[src/rtl/mod_display_pkg.sv]
// Shared display constants and pixel payload type for the NES-to-VGA path.
// Also holds the line doubler FSM state type.
package mod_display_pkg;

  localparam int unsigned H_ACTIVE = 640;
  localparam int unsigned H_TOTAL  = 800;
  localparam int unsigned V_ACTIVE = 480;
  localparam int unsigned V_TOTAL  = 525;
  localparam int unsigned SRC_W    = 256;
  localparam int unsigned SRC_H    = 240;
  localparam int unsigned X_OFFSET = 64;
  localparam int unsigned RGB_W    = 3;
  localparam int unsigned COORD_W  = 10;
  localparam int unsigned ADDR_W   = 8;
  localparam int unsigned LINE_W   = 8;
  localparam int unsigned CNT_W    = 8;

  typedef struct packed {
    logic r;
    logic g;
    logic b;
  } rgb_t;

  typedef enum logic {
    ST_SYNC = 1'b0,
    ST_RUN  = 1'b1
  } ld_state_t;

endpackage

[src/rtl/mod_line_ram.sv]
// One source-line bank: single write port, synchronous read port.
module mod_line_ram
  import mod_display_pkg::*;
(
  input  logic              clk,
  input  logic              we,
  input  logic [ADDR_W-1:0] waddr,
  input  rgb_t              wdata,
  input  logic [ADDR_W-1:0] raddr,
  output rgb_t              rdata
);

  rgb_t mem [SRC_W];

  always_ff @(posedge clk) begin
    if (we) begin
      mem[waddr] <= wdata;
    end
    rdata <= mem[raddr];
  end

endmodule

[src/rtl/mod_line_doubler.sv]
// Ping-pong line buffer replaying each NES line twice, 2x wide, centred in VGA.
// Optional build macro LINE_DOUBLER_SCANLINE_EN blanks odd VGA lines in the window.
module mod_line_doubler
  import mod_display_pkg::*;
(
  input  logic               in_clk_25_175_mhz,
  input  logic               in_reset,
  input  logic [COORD_W-1:0] in_vga_x,
  input  logic [COORD_W-1:0] in_vga_y,
  input  logic               in_wr_valid,
  input  logic [RGB_W-1:0]   in_wr_rgb,
  output logic               out_wr_ready,
  output logic               out_line_req,
  output logic [LINE_W-1:0]  out_line_idx,
  output logic               out_vga_r,
  output logic               out_vga_g,
  output logic               out_vga_b,
  output logic [CNT_W-1:0]   out_underrun_count
);

  localparam int unsigned WADDR_W = 9;
  localparam int unsigned YH_W    = COORD_W + 1;
  localparam logic [WADDR_W-1:0] WADDR_FULL = WADDR_W'(SRC_W);
  localparam logic [WADDR_W-1:0] WADDR_LAST = WADDR_W'(SRC_W - 1);
  localparam logic [CNT_W-1:0]   CNT_MAX    = '1;

  ld_state_t           state, state_nxt;
  logic [WADDR_W-1:0]  waddr, waddr_nxt;
  logic                front_sel, front_sel_nxt;
  logic                front_valid, front_valid_nxt;
  logic                req_pend, req_pend_nxt;
  logic                wr_ready_nxt, line_req_nxt;
  logic [LINE_W-1:0]   line_idx_nxt;
  logic [CNT_W-1:0]    underrun_nxt;

  logic                swap_x, odd_evt, end_evt, evt, accept, full;
  logic [YH_W-1:0]     half_y;
  logic [LINE_W-1:0]   evt_idx;

  // Swap-event decode and the source line to request after it
  always_comb begin
    swap_x  = (in_vga_x == COORD_W'(H_ACTIVE));
    odd_evt = swap_x && in_vga_y[0] && (in_vga_y < COORD_W'(V_ACTIVE - 1));
    end_evt = swap_x && (in_vga_y == COORD_W'(V_TOTAL - 1));
    evt     = end_evt || (odd_evt && (state == ST_RUN));
    accept  = in_wr_valid && out_wr_ready;
    // a write landing on the event edge completes the bank
    full    = (waddr == WADDR_FULL) || (accept && (waddr == WADDR_LAST));
    half_y  = ({1'b0, in_vga_y} + YH_W'(3)) >> 1;
    if (end_evt) begin
      evt_idx = LINE_W'(1);
    end else if (half_y >= YH_W'(SRC_H)) begin
      evt_idx = '0;
    end else begin
      evt_idx = LINE_W'(half_y);
    end
  end

  always_ff @(posedge in_clk_25_175_mhz) begin
    if (in_reset) begin
      state <= ST_SYNC;
    end else begin
      state <= state_nxt;
    end
  end

  always_comb begin
    state_nxt = state;
    if ((state == ST_SYNC) && end_evt) begin
      state_nxt = ST_RUN;
    end
  end

  // Next values for the write side, bank select and request outputs
  always_comb begin
    waddr_nxt       = waddr;
    front_sel_nxt   = front_sel;
    front_valid_nxt = front_valid;
    req_pend_nxt    = req_pend;
    wr_ready_nxt    = out_wr_ready;
    line_req_nxt    = 1'b0;
    line_idx_nxt    = out_line_idx;
    underrun_nxt    = out_underrun_count;

    if (accept) begin
      waddr_nxt = waddr + WADDR_W'(1);
      if (waddr == WADDR_LAST) begin
        wr_ready_nxt = 1'b0;
      end
    end

    if (req_pend) begin
      line_req_nxt = 1'b1;
      wr_ready_nxt = 1'b1;
      req_pend_nxt = 1'b0;
    end

    if (evt) begin
      waddr_nxt    = '0;
      wr_ready_nxt = 1'b0;
      req_pend_nxt = 1'b1;
      line_idx_nxt = evt_idx;
      if (full) begin
        front_sel_nxt   = ~front_sel;
        front_valid_nxt = 1'b1;
      end else if (out_underrun_count != CNT_MAX) begin
        underrun_nxt = out_underrun_count + CNT_W'(1);
      end
    end
  end

  always_ff @(posedge in_clk_25_175_mhz) begin
    if (in_reset) begin
      waddr              <= '0;
      front_sel          <= 1'b0;
      front_valid        <= 1'b0;
      req_pend           <= 1'b1;
      out_wr_ready       <= 1'b0;
      out_line_req       <= 1'b0;
      out_line_idx       <= '0;
      out_underrun_count <= '0;
    end else begin
      waddr              <= waddr_nxt;
      front_sel          <= front_sel_nxt;
      front_valid        <= front_valid_nxt;
      req_pend           <= req_pend_nxt;
      out_wr_ready       <= wr_ready_nxt;
      out_line_req       <= line_req_nxt;
      out_line_idx       <= line_idx_nxt;
      out_underrun_count <= underrun_nxt;
    end
  end

  logic              in_win, show, show_q, sel_q;
  logic [ADDR_W-1:0] raddr;
  rgb_t              rd0, rd1, pix;

  // Read side: window decode, qualifiers travel alongside the RAM read
  always_comb begin
    in_win = (in_vga_x >= COORD_W'(X_OFFSET)) &&
             (in_vga_x <  COORD_W'(X_OFFSET + 2 * SRC_W)) &&
             (in_vga_y <  COORD_W'(V_ACTIVE));
    raddr  = ADDR_W'((in_vga_x - COORD_W'(X_OFFSET)) >> 1);
    show   = in_win && front_valid;
`ifdef LINE_DOUBLER_SCANLINE_EN
    show   = show && !in_vga_y[0];
`endif
  end

  always_ff @(posedge in_clk_25_175_mhz) begin
    if (in_reset) begin
      show_q <= 1'b0;
      sel_q  <= 1'b0;
    end else begin
      show_q <= show;
      sel_q  <= front_sel;
    end
  end

  // front_sel = 0 displays bank 0 and fills bank 1
  mod_line_ram u_bank0 (
    .clk   (in_clk_25_175_mhz),
    .we    (accept && front_sel),
    .waddr (ADDR_W'(waddr)),
    .wdata (rgb_t'(in_wr_rgb)),
    .raddr (raddr),
    .rdata (rd0)
  );

  mod_line_ram u_bank1 (
    .clk   (in_clk_25_175_mhz),
    .we    (accept && !front_sel),
    .waddr (ADDR_W'(waddr)),
    .wdata (rgb_t'(in_wr_rgb)),
    .raddr (raddr),
    .rdata (rd1)
  );

  always_comb begin
    pix = sel_q ? rd1 : rd0;
    if (!show_q) begin
      pix = '0;
    end
  end

  assign out_vga_r = pix.r;
  assign out_vga_g = pix.g;
  assign out_vga_b = pix.b;

endmodule

[config.mk]
export PLATFORM = sky130hd
export DESIGN_NAME = mod_line_doubler
export DESIGN_NICKNAME = d
export VERILOG_FILES = /design/src/rtl/mod_display_pkg.sv /design/src/rtl/mod_line_ram.sv /design/src/rtl/mod_line_doubler.sv
export SDC_FILE = /design/constraint.sdc
export NUM_CORES = 2
export LEC_CHECK = 0
export ABC_CLOCK_PERIOD_IN_PS = 6300
export CAP_MARGIN = 20
export CORE_UTILIZATION = 39
export DETAILED_ROUTE_END_ITERATION = 10
export GPL_ROUTABILITY_DRIVEN = 0
export SKIP_CTS_REPAIR_TIMING = 1
export SYNTH_ARGS = -nofsm -noshare
export SYNTH_HDL_FRONTEND = slang
export SYNTH_HIERARCHICAL = 1
export SYNTH_SLANG_ARGS = --single-unit
export TNS_END_PERCENT = 10
[constraint.sdc]
create_clock -name in_clk_25_175_mhz -period 6.3 [get_ports in_clk_25_175_mhz]
set_input_delay 1.26 -clock in_clk_25_175_mhz [delete_from_list [all_inputs] [get_ports in_clk_25_175_mhz]]
set_output_delay 1.26 -clock in_clk_25_175_mhz [all_outputs]
set_load 0.05 [all_outputs]
==> summary.md <==
| Metric | Value |
|---|---|
| Final Util | 43.99% |
| Busiest layer in global routing | met2 |
| Antenna Cells | 0 |
| Critical Path Stages | 3 |
| Fin Setup TNS | 0 ns |
| Leak Pwr | 21.90 nW |
| Number of I/O pins | 47 |
| Top-count cell post-synth | edfxtp_1 |
| Worst skew pair latency | 0.79 ns |
| Flop pwr share | 53.6% |
| Worst-path fanout max | 3 |
| Via count | 33838 |
| Synth warn | 6 |
| Drt wl/cell | 25.96 um |
| Slew Viols, Final | 0 |
| Clk pwr share | 41.8% |
| Top cells by count, synth | edfxtp_1, nor2_1, mux4_2, mux2i_1, clkbuf_1 |
| Int Pwr | 16.98 mW |
| P&R area growth vs syn | 11.94% |
| Period minus WS final | 3.917 ns |
| Largest net degree at the start of global routing | 197 |
| GR Overflow Total | 0 |
| Slowest-stage cell, CP | clkdlybuf4s50_1 |
| Setup CP Type | flop to output port |
| First-pass GRT wire length | 227.8 mm |
| Die Footprint | 165600 sq um |
| Die W | 407.0 um |
| Clk buf depth | 3 |
| ANT nets after route | 0 |
| Synth area leaders | edfxtp_1, mux4_2, nor2_1 |
| Required @ worst endpoint | 5.04 ns |
| Slew headroom | 18.60% |
| Number of global-route vias before repair | 33804 |
| Switching share of power | 21.02% |
| Worst Path Arrival | 2.66 ns |
| Final Non-Filler Cells | 5989 |
| R2r setup slk | 3.23 ns |
| CTS tree | built |
| Fmax achieved | 255.3 MHz |
| Syn nets | 3680 |
| Worst slew pin tran | 1.190 ns |
| Hold Crit Class | flop to flop |
| H-tree depth | 4 |
| Clk slew on worst S/H paths | 0.07 ns |
| Clk_skew | 0.02535 ns |
| Reg2reg end | u_bank0/mem[122][2]$_DFFE_PP_ |
| Unrepaired setup endpoints after global routing | no |
| Worst Reg2Reg Path Length in Cells | 4 |
| CP bufs+invs | 1 |
| Yosys cell types | 68 |
| Placed Cells | 5710 |
| Met3 usage | 3.541% |
| Synth area leader | edfxtp_1 |
| Setup crit end kind | output port |
| Post-detail-place hpwl | 94.29 mm |
| Post-synth top area share | 72.12% |
| P_sw | 4.518 mW |
| All-layer global routing usage | 18.76% |
| DRC | 0 |
| Fin nets | 3727 |
| Share of layout cells above drive strength 1 | 17.02% |
| Pre-antenna DRT Iters | 8 |
| Die outline height | 407.0 um |
| Final Hold Vio Count | 0 |
| Main synth FF type | edfxtp_1 |
| Total power per unit cell area | 300.3 nW/um^2 |
| Global routing usage on met2 | 29.36% |
| Worst Setup EP | out_vga_b |
| Initial drt markers | 3692 |
| DRT Wirelength | 155.5 mm |
| Initial core utilization | 39.29% |
| TritonCTS buffer count | 154 |
| Maxcap violations | 0 |
| WHS | 0.4606 ns |
| Post-synth EDFFs | 1536 |
| Ys async rst share | 0% |
| Tcrit/Tclk final | 62.17% |
| Worst Setup SP | sel_q$_SDFF_PP0_ |
| Combinational Power Share | 4.6% |
| Vias per inst | 5.650 |
| CTS Root Cell | clkbuf_16 |
| Status | finished clean |
| Crit-path cells | mux2i_1 > nor2b_1 > clkdlybuf4s50_1 |
| Num rows | 148 |
| Seq/Total Area, Yosys | 73.34% |
| Initial antenna violation count | 3 |
| IO buf count | 46 |
| Slowest stage delay, CP | 0.75 ns |
| #FFs+latches synth | 1575 |
| Maximum vdd drop | 0.2391 mV |
| Met1 Use GR | 26.91% |
| Clock sink total | 1575 |
| Syn Area/Cell | 17.55 sq um |
| CORE AREA | 162800 sq um |
| Startpoint types | flop |
| FF-to-FF Start | waddr[3]$_SDFFE_PP0P_ |
| Syn Inst Count | 3644 |
| CP top delay family | buffers and inverters |
| Synthesized area | 63960 sq um |
| Setup-failing EPs final | 0 |
| Overall power | 21.50 mW |
## flip-flops by register name (all words and copies together), names as in the netlist
name                flops
front_valid             1
out_line_idx            8
waddr                   9
u_bank1/mem           768
front_sel               1
u_bank0/rdata           3
req_pend                1
show_q                  1
out_line_req            1
u_bank1/rdata           3
u_bank0/mem           768
sel_q                   1
out_underrun_count      8
state                   1
out_wr_ready            1
## layout by cell type (no fill, tap or decap), types with 9 or more instances in the layout
cell,instances
o221ai_1,14
nor2_1,584
clkinvlp_4,12
clkbuf_16,159
a22oi_1,87
nand4_1,27
dfxtp_1,39
ha_1,10
o211ai_1,9
clkinv_2,27
a211oi_1,22
and2_1,10
buf_12,12
a21oi_1,50
nand2_1,87
clkdlybuf4s50_1,38
inv_1,22
edfxtp_1,1536
clkinv_1,28
bufinv_16,12
a2111oi_0,11
clkbuf_1,30
mux4_2,306
nor2b_1,61
nand3_1,75
nor4_1,13
and3_1,11
or3_1,9
nand2b_1,15
nor3_1,31
mux2i_1,188
buf_4,76
o22ai_1,39
a31oi_1,18
## power by group through the flow
stage | Combinational [mW] | Sequential [mW] | Clock [mW]
2_1_floorplan | 0.583 | 11.7 | 0
3_3_place_gp | 0.994 | 11.7 | 0
3_5_place_dp | 1.00 | 11.7 | 0
4_1_cts | 1.00 | 11.5 | 9.18
5_1_grt | 1.06 | 11.5 | 9.53
6_report | 0.997 | 11.5 | 8.99
## tightest hold or removal path, stage by stage (launching register included)
cell and delay, ns:
dfxtp_1 0.30, inv_1 0.06, a21oi_1 0.06
## cell families (layout without fill, tap and decap cells)
kind of cell | Yosys count | after routing | synth area share, %
DFF | 1575 | 1575 | 73.34
and+or+nand+nor | 967 | 967 | 6.741
muxes | 504 | 504 | 13.89
AOI/OAI and AO/OA | 308 | 308 | 3.459
buffers and inverters | 265 | 435 | 2.168
xor gates and xnor gates | 15 | 15 | 0.2054
adders and majority gates | 10 | 10 | 0.1956
## metal layers
metal	routed length, um	vias to the layer above
li1	-	14544
met1	67510	17769
met2	72980	1319
met3	11890	206
met4	3118	0
met5	0	-
## how the worst min path moves through the flow
stage	startpoint	to	slack [ns]	cells past startpoint
floorplan	state$_SDFFE_PP0P_	state$_SDFFE_PP0P_	0.43	2
global placement	state$_SDFFE_PP0P_	state$_SDFFE_PP0P_	0.43	2
detailed placement	state$_SDFFE_PP0P_	state$_SDFFE_PP0P_	0.46	2
CTS	state$_SDFFE_PP0P_	state$_SDFFE_PP0P_	0.46	2
global route	req_pend$_SDFF_PP1_	out_line_req$_SDFF_PP0_	0.48	1
finish	state$_SDFFE_PP0P_	state$_SDFFE_PP0P_	0.46	2
## per-stage QoR
step,setup WS (ns),area [sq um]
final,2.383,71600
after global routing,2.197,71600
after CTS,2.350,71600
after detailed placement,1.577,66680
after global placement,1.642,66680
after floorplan,2.916,63960
## final cells by class
type	instances	area (sq um)
fillers	14020	91170
inverters	25	93.84
well taps	2175	2721
flip-flops and latches	1575	46910
multi-input cells	1804	15700
clock buffers	190	4105
repair buffers	131	1266
clock inverters	89	808.3
Note: power is estimated with default switching activity, not from simulation.
